## src/rtl/inst_fetch_pkg.sv

```systemverilog
// Shared fetch-stage definitions: bus widths, reset PC, chip-enable levels, FSM states.
package inst_fetch_pkg;

    localparam int          InstBus        = 32;
    localparam int          InstAddrBus    = 32;
    localparam logic [31:0] ResetPcDefault = 32'h1c000000;
    localparam logic [31:0] ZeroWord       = 32'h0;
    localparam logic        ChipEnable     = 1'b1;
    localparam logic        ChipDisable    = 1'b0;

    typedef enum logic {
        BOOT = 1'b0,
        RUN  = 1'b1
    } fetch_state_e;

endpackage

```

## src/rtl/inst_fetch_fifo.sv

```systemverilog
// Skid FIFO holding fetched {pc, inst} pairs; flush clears occupancy and pointers.
module inst_fetch_fifo #(
    parameter int DEPTH = 2,
    parameter int W     = 64
) (
    input  logic                     clock,
    input  logic                     reset,
    input  logic                     push,
    input  logic                     pop,
    input  logic                     flush,
    input  logic [W-1:0]             din,
    output logic [W-1:0]             dout,
    output logic [$clog2(DEPTH):0]   count,
    output logic                     full,
    output logic                     empty
);

    localparam int PW = $clog2(DEPTH);
    localparam int CW = PW + 1;

    logic [W-1:0]  mem [DEPTH];
    logic [PW-1:0] rd_ptr;
    logic [PW-1:0] wr_ptr;

    assign dout  = mem[rd_ptr];
    assign full  = (count == CW'(DEPTH));
    assign empty = (count == '0);

    // Storage is cleared on reset so the head reads zero before anything is fetched.
    always_ff @(posedge clock or negedge reset) begin
        if (!reset) begin
            rd_ptr <= '0;
            wr_ptr <= '0;
            count  <= '0;
            for (int i = 0; i < DEPTH; i++) mem[i] <= '0;
        end else if (flush) begin
            rd_ptr <= '0;
            wr_ptr <= '0;
            count  <= '0;
        end else begin
            if (push) begin
                mem[wr_ptr] <= din;
                wr_ptr      <= wr_ptr + 1'b1;
            end
            if (pop) rd_ptr <= rd_ptr + 1'b1;
            unique case ({push, pop})
                2'b10:   count <= count + 1'b1;
                2'b01:   count <= count - 1'b1;
                default: count <= count;
            endcase
        end
    end

endmodule

```

## src/rtl/inst_fetch.sv

```systemverilog
// Fetch stage: PC generation, RAM read issue, 1-cycle capture into the skid FIFO, branch flush.
module inst_fetch
    import inst_fetch_pkg::*;
#(
    parameter int                ADDR_W    = InstAddrBus,
    parameter int                INST_W    = InstBus,
    parameter logic [ADDR_W-1:0] RESET_PC  = ADDR_W'(ResetPcDefault),
    parameter int                BUF_DEPTH = 2
) (
    input  logic              clock,
    input  logic              reset,
    input  logic              branch_flag_i,
    input  logic [ADDR_W-1:0] branch_target_i,
    output logic              ram_ce_o,
    output logic [ADDR_W-1:0] ram_raddr_o,
    output logic              ram_flush_o,
    input  logic [INST_W-1:0] ram_rdata_i,
    output logic              inst_valid_o,
    output logic [INST_W-1:0] inst_o,
    output logic [ADDR_W-1:0] inst_pc_o,
    input  logic              inst_ready_i
);

    localparam int CW = $clog2(BUF_DEPTH) + 1;
    localparam int OW = CW + 1;

    fetch_state_e      state;
    logic [ADDR_W-1:0] pc;
    logic [ADDR_W-1:0] inflight_pc;
    logic              inflight_v;
    logic [CW-1:0]     fifo_count;
    logic              fifo_full;
    logic              fifo_empty;
    logic              push;
    logic              pop;
    logic              issue;
    logic [OW-1:0]     occ;

    assign pop  = inst_valid_o & inst_ready_i;
    assign push = inflight_v & ~branch_flag_i;

    // Occupancy counts the in-flight read so the FIFO can always absorb it next cycle.
    assign occ   = OW'(fifo_count) + OW'(inflight_v) - OW'(pop);
    assign issue = (state == RUN) & ~branch_flag_i & (occ < OW'(BUF_DEPTH));

    assign ram_ce_o     = issue ? ChipEnable : ChipDisable;
    assign ram_raddr_o  = pc;
    assign ram_flush_o  = branch_flag_i;
    assign inst_valid_o = ~fifo_empty & ~branch_flag_i;

    always_ff @(posedge clock or negedge reset) begin
        if (!reset) begin
            state       <= BOOT;
            pc          <= RESET_PC;
            inflight_v  <= 1'b0;
            inflight_pc <= '0;
        end else begin
            unique case (state)
                BOOT:    state <= RUN;
                default: state <= RUN;
            endcase
            if (branch_flag_i) pc <= branch_target_i;
            else if (issue)    pc <= pc + ADDR_W'(4);
            inflight_v <= issue;
            if (issue) inflight_pc <= pc;
        end
    end

    inst_fetch_fifo #(
        .DEPTH (BUF_DEPTH),
        .W     (ADDR_W + INST_W)
    ) u_fifo (
        .clock (clock),
        .reset (reset),
        .push  (push),
        .pop   (pop),
        .flush (branch_flag_i),
        .din   ({inflight_pc, ram_rdata_i}),
        .dout  ({inst_pc_o, inst_o}),
        .count (fifo_count),
        .full  (fifo_full),
        .empty (fifo_empty)
    );

    a_no_push_full: assert property (@(posedge clock) disable iff (!reset)
        !(push && fifo_full && !pop));

endmodule

```

## config.mk

```make
export PLATFORM = sky130hd
export DESIGN_NAME = inst_fetch
export DESIGN_NICKNAME = d
export VERILOG_FILES = /design/src/rtl/inst_fetch_pkg.sv /design/src/rtl/inst_fetch_fifo.sv /design/src/rtl/inst_fetch.sv
export SDC_FILE = /design/constraint.sdc
export NUM_CORES = 1
export LEC_CHECK = 0
export BUFFER_PORTS_ARGS = -buffer_cell sky130_fd_sc_hd__buf_2
export CORE_UTILIZATION = 35
export DETAILED_ROUTE_END_ITERATION = 16
export HOLD_SLACK_MARGIN = 0.02
export PLACE_DENSITY = 0.59
export SLEW_MARGIN = 20
export SYNTH_ARGS = -nofsm -noshare
export SYNTH_HDL_FRONTEND = slang
export SYNTH_SLANG_ARGS = --single-unit
```

## constraint.sdc

```tcl
create_clock -name clock -period 9.3 [get_ports clock]
set_input_delay 1.86 -clock clock [delete_from_list [all_inputs] [get_ports clock]]
set_output_delay 1.86 -clock clock [all_outputs]
set_load 0.05 [all_outputs]
```

==> run metrics <==
port bufs 166; # diodes 0; sequential-to-total area share from yosys stat between 50% and 60%; clock skew approximately 11 ps; Yosys cell types 49; Design Area, Final 0.0106 mm2; Worst-Margin Slew 1040 ps; Die Area roughly 0.026 mm2; combinational share of power 33.1%; Max Transition Viols Final 0; post-route ant nets 0; status finished with violations; Startpoint Class input port; pwr dens 277 mW/mm2; number of detailed-route iterations in the first pass 10; Clock Latency Late Sink between 400 and 500 ps; placed cell areas 0.0100 mm2; ranking of synthesized cells by area dfrtp_1 55%, mux2_2 25%, nand2_1 5.3%, o21ai_0 1.3%, buf_2 1.2%; final setup violation count 0; Starting Density 35.5%; Yosys top cell area share ~55%; leak pwr 5.03 nW; All-Layer GR Usage between 10% and 20%; CTS tree built; Net Sw Frac 38.3%; filler cell count 2447; cts repair resizes 0; Reg2Reg Launch Point u_fifo.count[1]$_DFFE_PN0P_; register area 0.00496 mm2; worst vdd ir 0.000146 V; share of cells above drive strength 1 between 40% and 50%; Sink Count 198; total power 2.93 mW; worst hold slack 498 ps; hold violation count in the final report 0; largest net degree at the start of global routing 73; Placed Cells 1181; Die Span X 162 um; multi-input logic area 0.00370 mm2; post-CTS setup buffer count 0; critical path type input port to output port; Final Wtd Congestion between 0.7 and 0.8; HP Start inflight_pc[8]$_DFFE_PN0P_; Max Fclk approximately 0.15 GHz; NetSw 1.12 mW; Hold WC Path Type register to register; Max-Cap Viols 0; Post-synth EDFFs 0; WHS Path Cells 2; die height ~160 um; CTS H-tree depth 4; endpoint class of the critical path output port; Critical Path RT 7440 ps; YS warnings 0; vias in the first global route a little over 6000; Post-Synthesis Net Count 794; R2R cell count 13; hold-fix buffers at CTS 0; Final Non-Filler Cells 1212; Clock power frac 24.8%; DR WL/cell 16.8 um; Ports 167; Yosys top cell by area dfrtp_1; NumNets Final 941; DRC 1; via count 6028; Internal ~1.8 mW; RSZ-0062 raised after global routing no; DP HPWL 13100 um; failing checks DRC; Sequential Power Share 42.1%; cell row count between 50 and 60; Clock Path Buffers 2; cells after synthesis 723; total gr overflow 0; final setup TNS 0 ps; fin crit period roughly 6500 ps; Cell Area, Synth 0.00891 mm2; FF-to-FF End ram_raddr_o[5]$_DFFE_PN0P_; Syn-to-layout area delta 18.7%; drt total wl 20300 um; most common cell in the netlist dfrtp_1; crit path DAT 4650 ps; relative slew slack between 30% and 40%; fin crit share 70.0%; post-synthesis sequential element count 198; Clock Pin Slew Worst Setup and Hold Paths 70 ps; Worst Hold End inflight_pc[8]$_DFFE_PN0P_; Core Footprint 0.0251 mm2; initial antenna violation count 0; crit path max fanout 45; synth cell count leaders 195 x dfrtp_1, 194 x mux2_2, 126 x nand2_1; dominant synthesized flop cell dfrtp_1; flop2flop setup slack around 6000 ps; total CTS buffers 17; Synth Area per Inst 12.3 um2; DR iter-0 viols 282; vias per inst 4.97; ys async rst share 100%; Root Buffer clkbuf_16; first-pass GRT wire length 33100 um
## worst max path at each step
stage / startpoint / endpoint / slack, ps / depth (start not counted)
3_5_place_dp: branch_flag_i / ram_ce_o / 2750 / 12
2_1_floorplan: branch_flag_i / ram_ce_o / 2560 / 13
5_1_grt: branch_flag_i / ram_ce_o / 2590 / 12
3_3_place_gp: branch_flag_i / ram_ce_o / 2800 / 12
4_1_cts: branch_flag_i / ram_ce_o / 2750 / 12
6_report: branch_flag_i / ram_ce_o / 2790 / 12
## power groups by stage
stage	clock network (mW)	registers [mW]	logic (mW)
2_1_floorplan	0	1.25	0.743
3_3_place_gp	0	1.24	0.970
3_5_place_dp	0	1.25	0.979
4_1_cts	0.756	1.23	0.983
5_1_grt	0.788	1.27	1.03
6_report	0.726	1.23	0.970
## layout make-up
cell class	count	area share, %
clock buffer	18	4.06
clock inverter	13	1.35
inverter	10	0.473
multi-input combinational	471	35.0
sequential	198	46.9
tap	330	3.90
timing repair buffer	172	8.36
## worst max-delay path: stages
cell and delay (ps):
buf_2 80, buf_4 390, nor2_1 120, nand2_1 120, inv_1 50, ha_1 250
nand2b_1 150, fa_1 380, xor2_1 160, or3_2 540, clkinv_8 210, buf_2 310
## per-stage QoR
stage               utilization, %  worst slack (ps)
finish                        42.1              2790
global placement              39.9              2800
detailed placement            39.9              2750
global route                  42.1              2590
CTS                           42.1              2750
floorplan                        -              2560
## layer usage
| layer | track usage, % | vias up | share of wire [%] |
|---|---|---|---|
| met3 | 3.67 | 10 | 4.6 |
| met2 | 24.5 | 169 | 44 |
| met1 | 23.3 | 2991 | 51 |
| met5 | 0 | - | 0 |
| li1 | - | 2858 | - |
| met4 | 3.95 | 0 | 0.77 |
## state kept, by name, indices dropped and copies added (netlist names)
| signal | count |
|---|---|
| inflight_pc | 32 |
| inflight_v | 1 |
| ram_raddr_o | 32 |
| state | 1 |
| u_fifo.count | 2 |
| u_fifo.mem | 128 |
| u_fifo.rd_ptr | 1 |
| u_fifo.wr_ptr | 1 |
## kinds of logic after synthesis
kind of cell / synth area share [%]
xor gates and xnor gates: 0.590
DFF: 55.6
and+or+nand+nor: 10.3
buffers and inverters: 3.09
other: 0.0421
adders and majority gates: 0.505
muxes: 24.6
AOI/OAI and AO/OA: 5.26
## layout by cell type, fill, tap and decap left out, types with 3 or more instances in the layout
| cell type | count |
|---|---|
| mux2_2 | 194 |
| dfrtp_1 | 194 |
| buf_2 | 165 |
| nand2_1 | 126 |
| o21ai_0 | 24 |
| nand3_1 | 20 |
| clkbuf_16 | 17 |
| nor2_1 | 15 |
| o211ai_1 | 10 |
| inv_1 | 9 |
| a21oi_1 | 8 |
| nand4_1 | 7 |
| o311ai_0 | 6 |
| buf_4 | 6 |
| a31oi_1 | 4 |
| o311ai_1 | 4 |
| nor3_1 | 4 |
| clkinv_4 | 4 |
| xor2_1 | 3 |
| xnor2_1 | 3 |
| and3_1 | 3 |
| or3_1 | 3 |
| a221o_1 | 3 |
| a31o_2 | 3 |
| a22oi_1 | 3 |
| inv_6 | 3 |
| dfstp_2 | 3 |
(Power assumes the default switching activity.)
